$ cat config.mk
export PLATFORM = sky130hd
export DESIGN_NAME = uart_tx_p5
export DESIGN_NICKNAME = d
export VERILOG_FILES = /design/src/rtl/uart_pkg.sv /design/src/rtl/sync_fifo.sv /design/src/rtl/uart_tx_p5.sv
export SDC_FILE = /design/constraint.sdc
export NUM_CORES = 1
export LEC_CHECK = 0
export BUFFER_PORTS_ARGS = -buffer_cell sky130_fd_sc_hd__buf_4
export CORE_MARGIN = 1.5
export CORE_UTILIZATION = 56
export CTS_CLUSTER_SIZE = 28
export DETAILED_ROUTE_END_ITERATION = 10
export PLACE_DENSITY = 0.86
export RECOVER_POWER = 25
export SYNTH_ARGS = -nofsm -noshare
export SYNTH_HDL_FRONTEND = slang
export SYNTH_SLANG_ARGS = --single-unit
$ cat constraint.sdc
create_clock -name clk_in -period 2.88 [get_ports clk_in]
set_input_delay 0.144 -clock clk_in [delete_from_list [all_inputs] [get_ports clk_in]]
set_output_delay 0.144 -clock clk_in [all_outputs]
set_load 0.03 [all_outputs]
$ cat src/rtl/uart_pkg.sv
// uart_pkg: shared UART frame constants and FSM state encoding
package uart_pkg;
   typedef enum logic [1:0] {UART_IDLE, UART_START, UART_DATA, UART_STOP} uart_state_e;
   localparam int UART_DATA_BITS = 8;
   localparam int UART_FRAME_BITS = 10;
endpackage

$ cat src/rtl/sync_fifo.sv
// sync_fifo: single-clock FIFO with registered flags/count and head visible without a read cycle
module sync_fifo #(
   parameter int WIDTH = 8,
   parameter int DEPTH = 16
) (
   input  logic                     clk,
   input  logic                     rst,
   input  logic                     push,
   input  logic [WIDTH-1:0]         din,
   input  logic                     pop,
   output logic [WIDTH-1:0]         dout,
   output logic                     full,
   output logic                     empty,
   output logic [$clog2(DEPTH):0]   count
);
   localparam int AW = $clog2(DEPTH);
   localparam logic [AW:0] FULL_CNT = DEPTH[AW:0];
   logic [WIDTH-1:0] mem [DEPTH];
   logic [AW-1:0] wp, rp;
   logic do_push, do_pop;
   logic [AW:0] count_n;
   assign dout = mem[rp];
   // gate requests by flags; next occupancy drives the registered flags
   always_comb begin
      do_push = push && !full;
      do_pop = pop && !empty;
      count_n = count + {{AW{1'b0}}, do_push} - {{AW{1'b0}}, do_pop};
   end
   // storage array, written only on an accepted push
   always_ff @(posedge clk) begin
      if (do_push) mem[wp] <= din;
   end
   // pointers wrap naturally since DEPTH is a power of two
   always_ff @(posedge clk) begin
      if (rst) begin
         wp <= '0;
         rp <= '0;
         count <= '0;
         full <= 1'b0;
         empty <= 1'b1;
      end else begin
         if (do_push) wp <= wp + 1'b1;
         if (do_pop) rp <= rp + 1'b1;
         count <= count_n;
         full <= count_n == FULL_CNT;
         empty <= count_n == '0;
      end
   end
endmodule

$ cat src/rtl/uart_tx_p5.sv
// uart_tx_p5: FIFO-buffered 8N1 UART transmitter with registered serial output
module uart_tx_p5 import uart_pkg::*; #(
   parameter int CLKS_PER_BIT = 868,
   parameter int FIFO_DEPTH = 16
) (
   input  logic                          clk_in,
   input  logic                          rst,
   input  logic [7:0]                    wr_data,
   input  logic                          wr_valid,
   output logic                          wr_ready,
   output logic                          tx,
   output logic                          busy,
   output logic [$clog2(FIFO_DEPTH):0]   fifo_count
);
   localparam int CW = $clog2(CLKS_PER_BIT);
   localparam int NW = $clog2(FIFO_DEPTH) + 1;
   localparam logic [CW-1:0] LAST = CW'(CLKS_PER_BIT - 1);
   localparam logic [2:0] LAST_BIT = 3'(UART_DATA_BITS - 1);
   uart_state_e state, state_n;
   logic [CW-1:0] cnt, cnt_n;
   logic [2:0] bit_cnt, bit_n;
   logic [7:0] shift, shift_n, head;
   logic pop, push, full, empty, tx_n;
   logic [NW-1:0] count_n;
   assign wr_ready = !full;
   assign push = wr_valid && wr_ready;
   sync_fifo #(.WIDTH(8), .DEPTH(FIFO_DEPTH)) u_fifo (
      .clk(clk_in),
      .rst(rst),
      .push(push),
      .din(wr_data),
      .pop(pop),
      .dout(head),
      .full(full),
      .empty(empty),
      .count(fifo_count)
   );
   // next-state, baud/bit counters, shifter and the line level of the next cycle
   always_comb begin
      state_n = state;
      cnt_n = cnt + 1'b1;
      bit_n = bit_cnt;
      shift_n = shift;
      pop = 1'b0;
      case (state)
         UART_IDLE: begin
            cnt_n = '0;
            if (!empty) begin
               state_n = UART_START;
               pop = 1'b1;
               shift_n = head;
            end
         end
         UART_START: if (cnt == LAST) begin
            state_n = UART_DATA;
            cnt_n = '0;
         end
         UART_DATA: if (cnt == LAST) begin
            cnt_n = '0;
            shift_n = shift >> 1;
            bit_n = bit_cnt + 3'd1;
            if (bit_cnt == LAST_BIT) state_n = UART_STOP;
         end
         UART_STOP: if (cnt == LAST) begin
            cnt_n = '0;
            state_n = empty ? UART_IDLE : UART_START;
            pop = !empty;
            shift_n = empty ? shift : head;
         end
         default: state_n = UART_IDLE;
      endcase
      tx_n = state_n == UART_START ? 1'b0 : state_n == UART_DATA ? shift_n[0] : 1'b1;
      count_n = fifo_count + {{(NW-1){1'b0}}, push} - {{(NW-1){1'b0}}, pop};
   end
   // state register; tx and busy are registered from next-cycle values
   always_ff @(posedge clk_in) begin
      if (rst) begin
         state <= UART_IDLE;
         cnt <= '0;
         bit_cnt <= '0;
         shift <= '0;
         tx <= 1'b1;
         busy <= 1'b0;
      end else begin
         state <= state_n;
         cnt <= cnt_n;
         bit_cnt <= bit_n;
         shift <= shift_n;
         tx <= tx_n;
         busy <= (state_n != UART_IDLE) || (count_n != '0);
      end
   end
endmodule
==> metrics, run 1 <==
CORE AREA=12700 um2; Synth area leaders=edfxtp_1 (52%), dfxtp_1 (12%), mux4_2 (6.8%), ha_1 (3.4%), mux4_1 (2.9%); CP Max Fanout=4; cell taking the most area after synthesis=edfxtp_1; worst endpoint required time=3.19 ns; DR iter-0 viols=361; hold depth=1; largest net degree at the start of global routing=32; placed insts=693; full die area=13800 um2; TritonCTS clock tree=built; # fillers=868; Std-Cell Rows=41; Seq/Total Area, Yosys=64.4%; # port buffers=18; # nets final=575; DRC Markers=0; H-tree levels=4; Critical Path Source Type=flip-flop; Final ANT Viol Nets=0; Clk Latency, worst-skew pair=0.43 ns; Max-cap violations=0; most frequent cells in the layout=edfxtp_1 (128), buf_4 (57), nor2_1 (47), dfxtp_1 (40); final number of setup-violating endpoints=0; first-pass GRT wire length=23000 um; Yosys cell types=59; Placement Cell Area=7910 um2; post-route cell area=8490 um2; post-DP HPWL=9240 um; vias in the first global route=4290; Total Routing Usage GR=22.4%; vias per std cell=5.83; cells after synthesis=484; #FFs+latches synth=172; Worst-path clk slew=0.06 ns; clk root buf=clkbuf_16; CP Class=flip-flop to flip-flop; WL final=14400 um; async set-reset flop share out of synthesis=0%; CP max-delay cell=or3_4; PD cells=846 nW/um2; diode count=0; syn_area_per_cell=15.2 um2; reg2reg path depth=15; Post-Syn Nets=517; GPL Wtd Cong=0.829; final std cells w/o fill=725; fin crit period=2.87 ns; CTS buffer count=17; CP Cell Sequence=ha_4 -> and4b_2 -> a41oi_4 -> or3_4 -> inv_4 -> ha_4 -> inv_2 -> ha_4 -> inv_2 -> fa_2 -> inv_2 -> a21o_1 -> a21oi_2 -> xnor2_1 -> o41a_1; Area growth syn-to-layout=15.8%; I/O pins=19; Horiz. Die Dim=117 um; CP endpoint kind=flip-flop; most common flop cell mapped by yosys=edfxtp_1; drt wl/cell=19.9 um; final worst-path cycle share=99.8%; Pleak=0.00289 uW; Crit path largest cell delay=0.40 ns; hold-fix buffers at CTS=0; worst slew pin tran=0.886 ns; Syn. warnings=0; share of layout cells above drive strength 1=25.7%; Clock Skew=0.00617 ns; RSZ-0062 raised after global routing=yes; Max Clock Freq=348 MHz; Max Slew Vio Count=0; worst min path class=primary input to flip-flop; Fin Setup TNS=0 ns; clock sink count=172; normalized max-slew margin=40.7%; via count=4230; initial core utilization=57.6%; Peak VDD IR=0.644 mV; top cell type's share of synthesized area=52.4%; initial antenna violation count=0; Arrival @ worst endpoint=3.19 ns; Final Total Pwr=7180 uW; number of synthesized flops with an enable pin=128; final hold vios=0; status=completed; clock tree buffer depth=2; commonest non-fill, non-tap cell in the layout=edfxtp_1; chip height=117 um; Synth Cell Area=7330 um2; grt ovf=0; DRT Pass-1 Iters=5
==> power breakdown <==
part	leakage (uW)	total, uW	switching [uW]	internal (uW)
Combinational	0.00110	1960	997	966
Sequential	0.00152	3000	155	2840
Clock	0.000274	2220	946	1270
==> critical path, delay by kind of cell (launching register included) <==
kind	cells	cell delay [ns]
buffers and inverters	4	0.24
adders and majority gates	4	0.79
and+or+nand+nor	2	0.66
AOI/OAI and AO/OA	4	0.59
DFF	1	0.35
xor gates and xnor gates	1	0.13
==> state kept, by name, indices dropped and copies added (netlist names), named ones only <==
register      flops
u_fifo.mem      128
cnt              10
shift             8
u_fifo.count      5
u_fifo.rp         4
u_fifo.wp         4
bit_cnt           3
state             2
busy              1
tx                1
u_fifo.empty      1
u_fifo.full       1
==> synth_stat cells, drive strengths merged, types with 3 or more instances <==
| library cell | instances |
|---|---|
| edfxtp | 128 |
| nor2 | 47 |
| dfxtp | 44 |
| mux4 | 30 |
| inv | 27 |
| ha | 20 |
| nand2 | 18 |
| buf | 17 |
| nand3 | 14 |
| mux2i | 13 |
| xnor2 | 13 |
| a21oi | 9 |
| xor2 | 9 |
| clkbuf | 8 |
| nor3 | 8 |
| o211ai | 7 |
| mux2 | 6 |
| nor2b | 6 |
| o311ai | 6 |
| o21ai | 5 |
| and2 | 4 |
| nand2b | 4 |
| or3 | 4 |
| a21o | 3 |
| a41oi | 3 |
| and3 | 3 |
| nand4 | 3 |
==> final cells by class <==
type	count	area, um2	share of cell area, %
multi-input combinational	260	2420	28.5
clock buffer	17	425	5.01
inverter	27	104	1.22
sequential	172	4730	55.7
timing repair buffer	64	454	5.35
tap	172	215	2.53
clock inverter	13	141	1.66
==> logic make-up (layout without fill, tap and decap cells) <==
logic type                 after synthesis  in the layout  share of synthesized area [%]
DFF                                    172            172                           64.4
AOI/OAI and AO/OA                       48             48                           5.12
adders and majority gates               22             22                           3.96
buffers and inverters                   52            121                           3.51
and+or+nand+nor                        119            119                           8.04
xor gates and xnor gates                22             22                           2.63
muxes                                   49             49                           12.3
==> routing by layer <==
| layer | track usage [%] | wire length [um] |
|---|---|---|
| met1 | 27.8 | 5760 |
| met5 | 0 | 0 |
| met3 | 6.03 | 923 |
| met4 | 8.72 | 320 |
| met2 | 37.5 | 7400 |
==> metrics by stage <==
stage          utilization [%]  hold slack (ns)  worst slack [ns]
2_1_floorplan                -            0.243            -0.106
3_3_place_gp              62.2            0.443           -0.0410
5_1_grt                   66.8           0.0479           -0.0833
3_5_place_dp              62.2            0.460           -0.0961
4_1_cts                   66.9          0.00714            0.0108
6_report                  66.8           0.0565           0.00563
==> final timing paths <==
path         slack (ns)               startpoint                         end
min                0.06               wr_data[7]  u_fifo.mem[2][7]$_DFFE_PP_
max reg2reg       0.006        cnt[1]$_SDFF_PP0_             busy$_SDFF_PP0_
max               0.006        cnt[1]$_SDFF_PP0_             busy$_SDFF_PP0_
min reg2reg        0.47  bit_cnt[2]$_SDFFE_PP0P_     bit_cnt[2]$_SDFFE_PP0P_
==> what timing repair did <==
item                       in CTS  in global routing
setup endpoints to repair       3                  3
resized for setup               7                  3
buffers inserted                1                  1
pin swaps                       2                  1
(Power assumes the default switching activity.)
==> inputs of run 2 (changes only) <==
--- a/config.mk
+++ b/config.mk
@@ -6,8 +6,10 @@
 export NUM_CORES = 1
 export LEC_CHECK = 0
 export BUFFER_PORTS_ARGS = -buffer_cell sky130_fd_sc_hd__buf_4
+export CELL_PAD_IN_SITES_DETAIL_PLACEMENT = 1
+export CELL_PAD_IN_SITES_GLOBAL_PLACEMENT = 1
 export CORE_MARGIN = 1.5
-export CORE_UTILIZATION = 56
+export CORE_UTILIZATION = 48
 export CTS_CLUSTER_SIZE = 28
 export DETAILED_ROUTE_END_ITERATION = 10
 export PLACE_DENSITY = 0.86
==> metrics, run 2 (same netlist as run 1, synthesis figures left out) <==
PD cells=890 nW/um2; Clock Skew=0.0153 ns; Placement Cell Area=7900 um2; TritonCTS clock tree=built; Max-cap violations=0; grt ovf=0; clk root buf=clkbuf_16; Total Routing Usage GR=22.0%; Horiz. Die Dim=127 um; Hold WS=0.0565 ns; CTS buffer count=17; diode count=0; WL final=16700 um; final hold vios=0; initial antenna violation count=0; RSZ-0062 raised after global routing=yes; Crit path largest cell delay=0.40 ns; clock tree buffer depth=2; via count=4319; status=complete, but fails checks; Std-Cell Rows=44; full die area=16000 um2; Final Core Density=58.4%; Biggest register=u_fifo.mem; vias per std cell=5.88; final worst-path cycle share=102%; GPL Wtd Cong=0.795; CP Max Fanout=4; Largest register FFs=128; Critical Path Source Type=flip-flop; Arrival @ worst endpoint=3.31 ns; CP Cell Sequence=ha_4 -> and4b_2 -> a41oi_4 -> or3_4 -> xnor2_2 -> ha_2 -> inv_2 -> fa_2 -> nor2b_1 -> o21a_1 -> o21ai_0 -> and3_4 -> o21ba_2; # port buffers=18; DR iter-0 viols=246; # fillers=1361; CORE AREA=14700 um2; most frequent cells in the layout=edfxtp_1 (128), buf_4 (52), nor2_1 (46), dfxtp_1 (41); drt wl/cell=22.8 um; H-tree levels=4; CP Class=flip-flop to flip-flop; clock sink count=172; post-route cell area=8580 um2; final number of setup-violating endpoints=3; worst endpoint required time=3.25 ns; crit path setup slack, layout=-0.0586 ns; hold-fix buffers at CTS=0; post-DP HPWL=10700 um; DRT Pass-1 Iters=4; Peak VDD IR=0.600 mV; vias in the first global route=4592; Final ANT Viol Nets=0; failing checks=setup timing; Area growth syn-to-layout=17.0%; normalized max-slew margin=54.4%; share of layout cells above drive strength 1=26.0%; I/O pins=19; commonest non-fill, non-tap cell in the layout=edfxtp_1; CP max-delay cell=or3_4; Worst-path clk slew=0.07 ns; first-pass GRT wire length=25800 um; total area of sequential cells=4730 um2; chip height=127 um; Max Slew Vio Count=0; initial core utilization=49.9%; biggest regs=u_fifo.mem (128), cnt (10), shift (8); Max Clock Freq=340 MHz; fin crit period=2.94 ns; largest net degree at the start of global routing=34; Setup Slack @ Placement=-0.182 ns; Pleak=0.00292 uW; worst min path class=primary input to flip-flop; # nets final=572; area of the multi-input gates=2470 um2; Clk Latency, worst-skew pair=0.43 ns; CP endpoint kind=flip-flop; DRC Markers=0; worst slew pin tran=0.684 ns
run 2: cell types whose count changed in the layout (fill, tap and decap cells not counted), sizes merged:
cell | previous run | this run
buf | 57 | 54
inv | 32 | 35
clkinv | 4 | 2
bufinv | 2 | 3
clkinvlp | 2 | 1
run 2: final timing paths:
| check | from | to | slack [ns] | depth (start not counted) |
|---|---|---|---|---|
| worst min-delay path | wr_data[5] | u_fifo.mem[4][5]$_DFFE_PP_ | 0.06 | 1 |
| worst min register to register | bit_cnt[2]$_SDFFE_PP0P_ | bit_cnt[2]$_SDFFE_PP0P_ | 0.47 | 2 |
| worst max register to register | cnt[1]$_SDFF_PP0_ | u_fifo.empty$_SDFF_PP1_ | -0.06 | 13 |
| worst max-delay path | cnt[1]$_SDFF_PP0_ | u_fifo.empty$_SDFF_PP1_ | -0.06 | 13 |
run 2: worst max-delay path: cells and delay by family (launching register included):
| family | cells | cell delay, ns |
|---|---|---|
| AOI/OAI and AO/OA | 4 | 0.56 |
| xor gates and xnor gates | 1 | 0.20 |
| adders and majority gates | 3 | 0.72 |
| buffers and inverters | 1 | 0.05 |
| DFF | 1 | 0.36 |
| and+or+nand+nor | 4 | 1.01 |
run 2: where the power goes:
| group | switching (uW) | internal (uW) | total [uW] |
|---|---|---|---|
| registers | 150 | 2840 | 2990 |
| clock network | 986 | 1380 | 2370 |
| logic | 1220 | 1060 | 2280 |
run 2: per-layer routing:
| layer | track usage, % | up-vias | wire length [um] |
|---|---|---|---|
| li1 | - | 1927 | - |
| met3 | 5.78 | 40 | 812 |
| met4 | 8.38 | 0 | 516 |
| met5 | 0 | - | 0 |
| met2 | 37.9 | 146 | 8680 |
| met1 | 26.7 | 2206 | 6730 |
run 2: cell type report:
class	count	share of cell area (%)
timing repair buffer	61	5.22
tap	184	2.68
sequential	172	55.1
multi-input combinational	260	28.7
clock inverter	14	2.11
inverter	27	1.21
clock buffer	17	4.96
run 2: stage by stage:
step	setup TNS (ns)	std cells	total power (uW)
floorplan	-0.240	484	4390
global placement	-0.0771	700	4800
detailed placement	-0.461	700	4960
CTS	-0.114	735	7440
global route	-0.422	735	7930
finish	-0.132	735	7640
run 2: repair_timing:
item | CTS | global route
setup buffers | 4 | 0
pin swaps | 4 | 3
setup endpoints to repair | 4 | 3
endpoints found under the hold margin | 0 | 0
gates resized for setup | 4 | 12
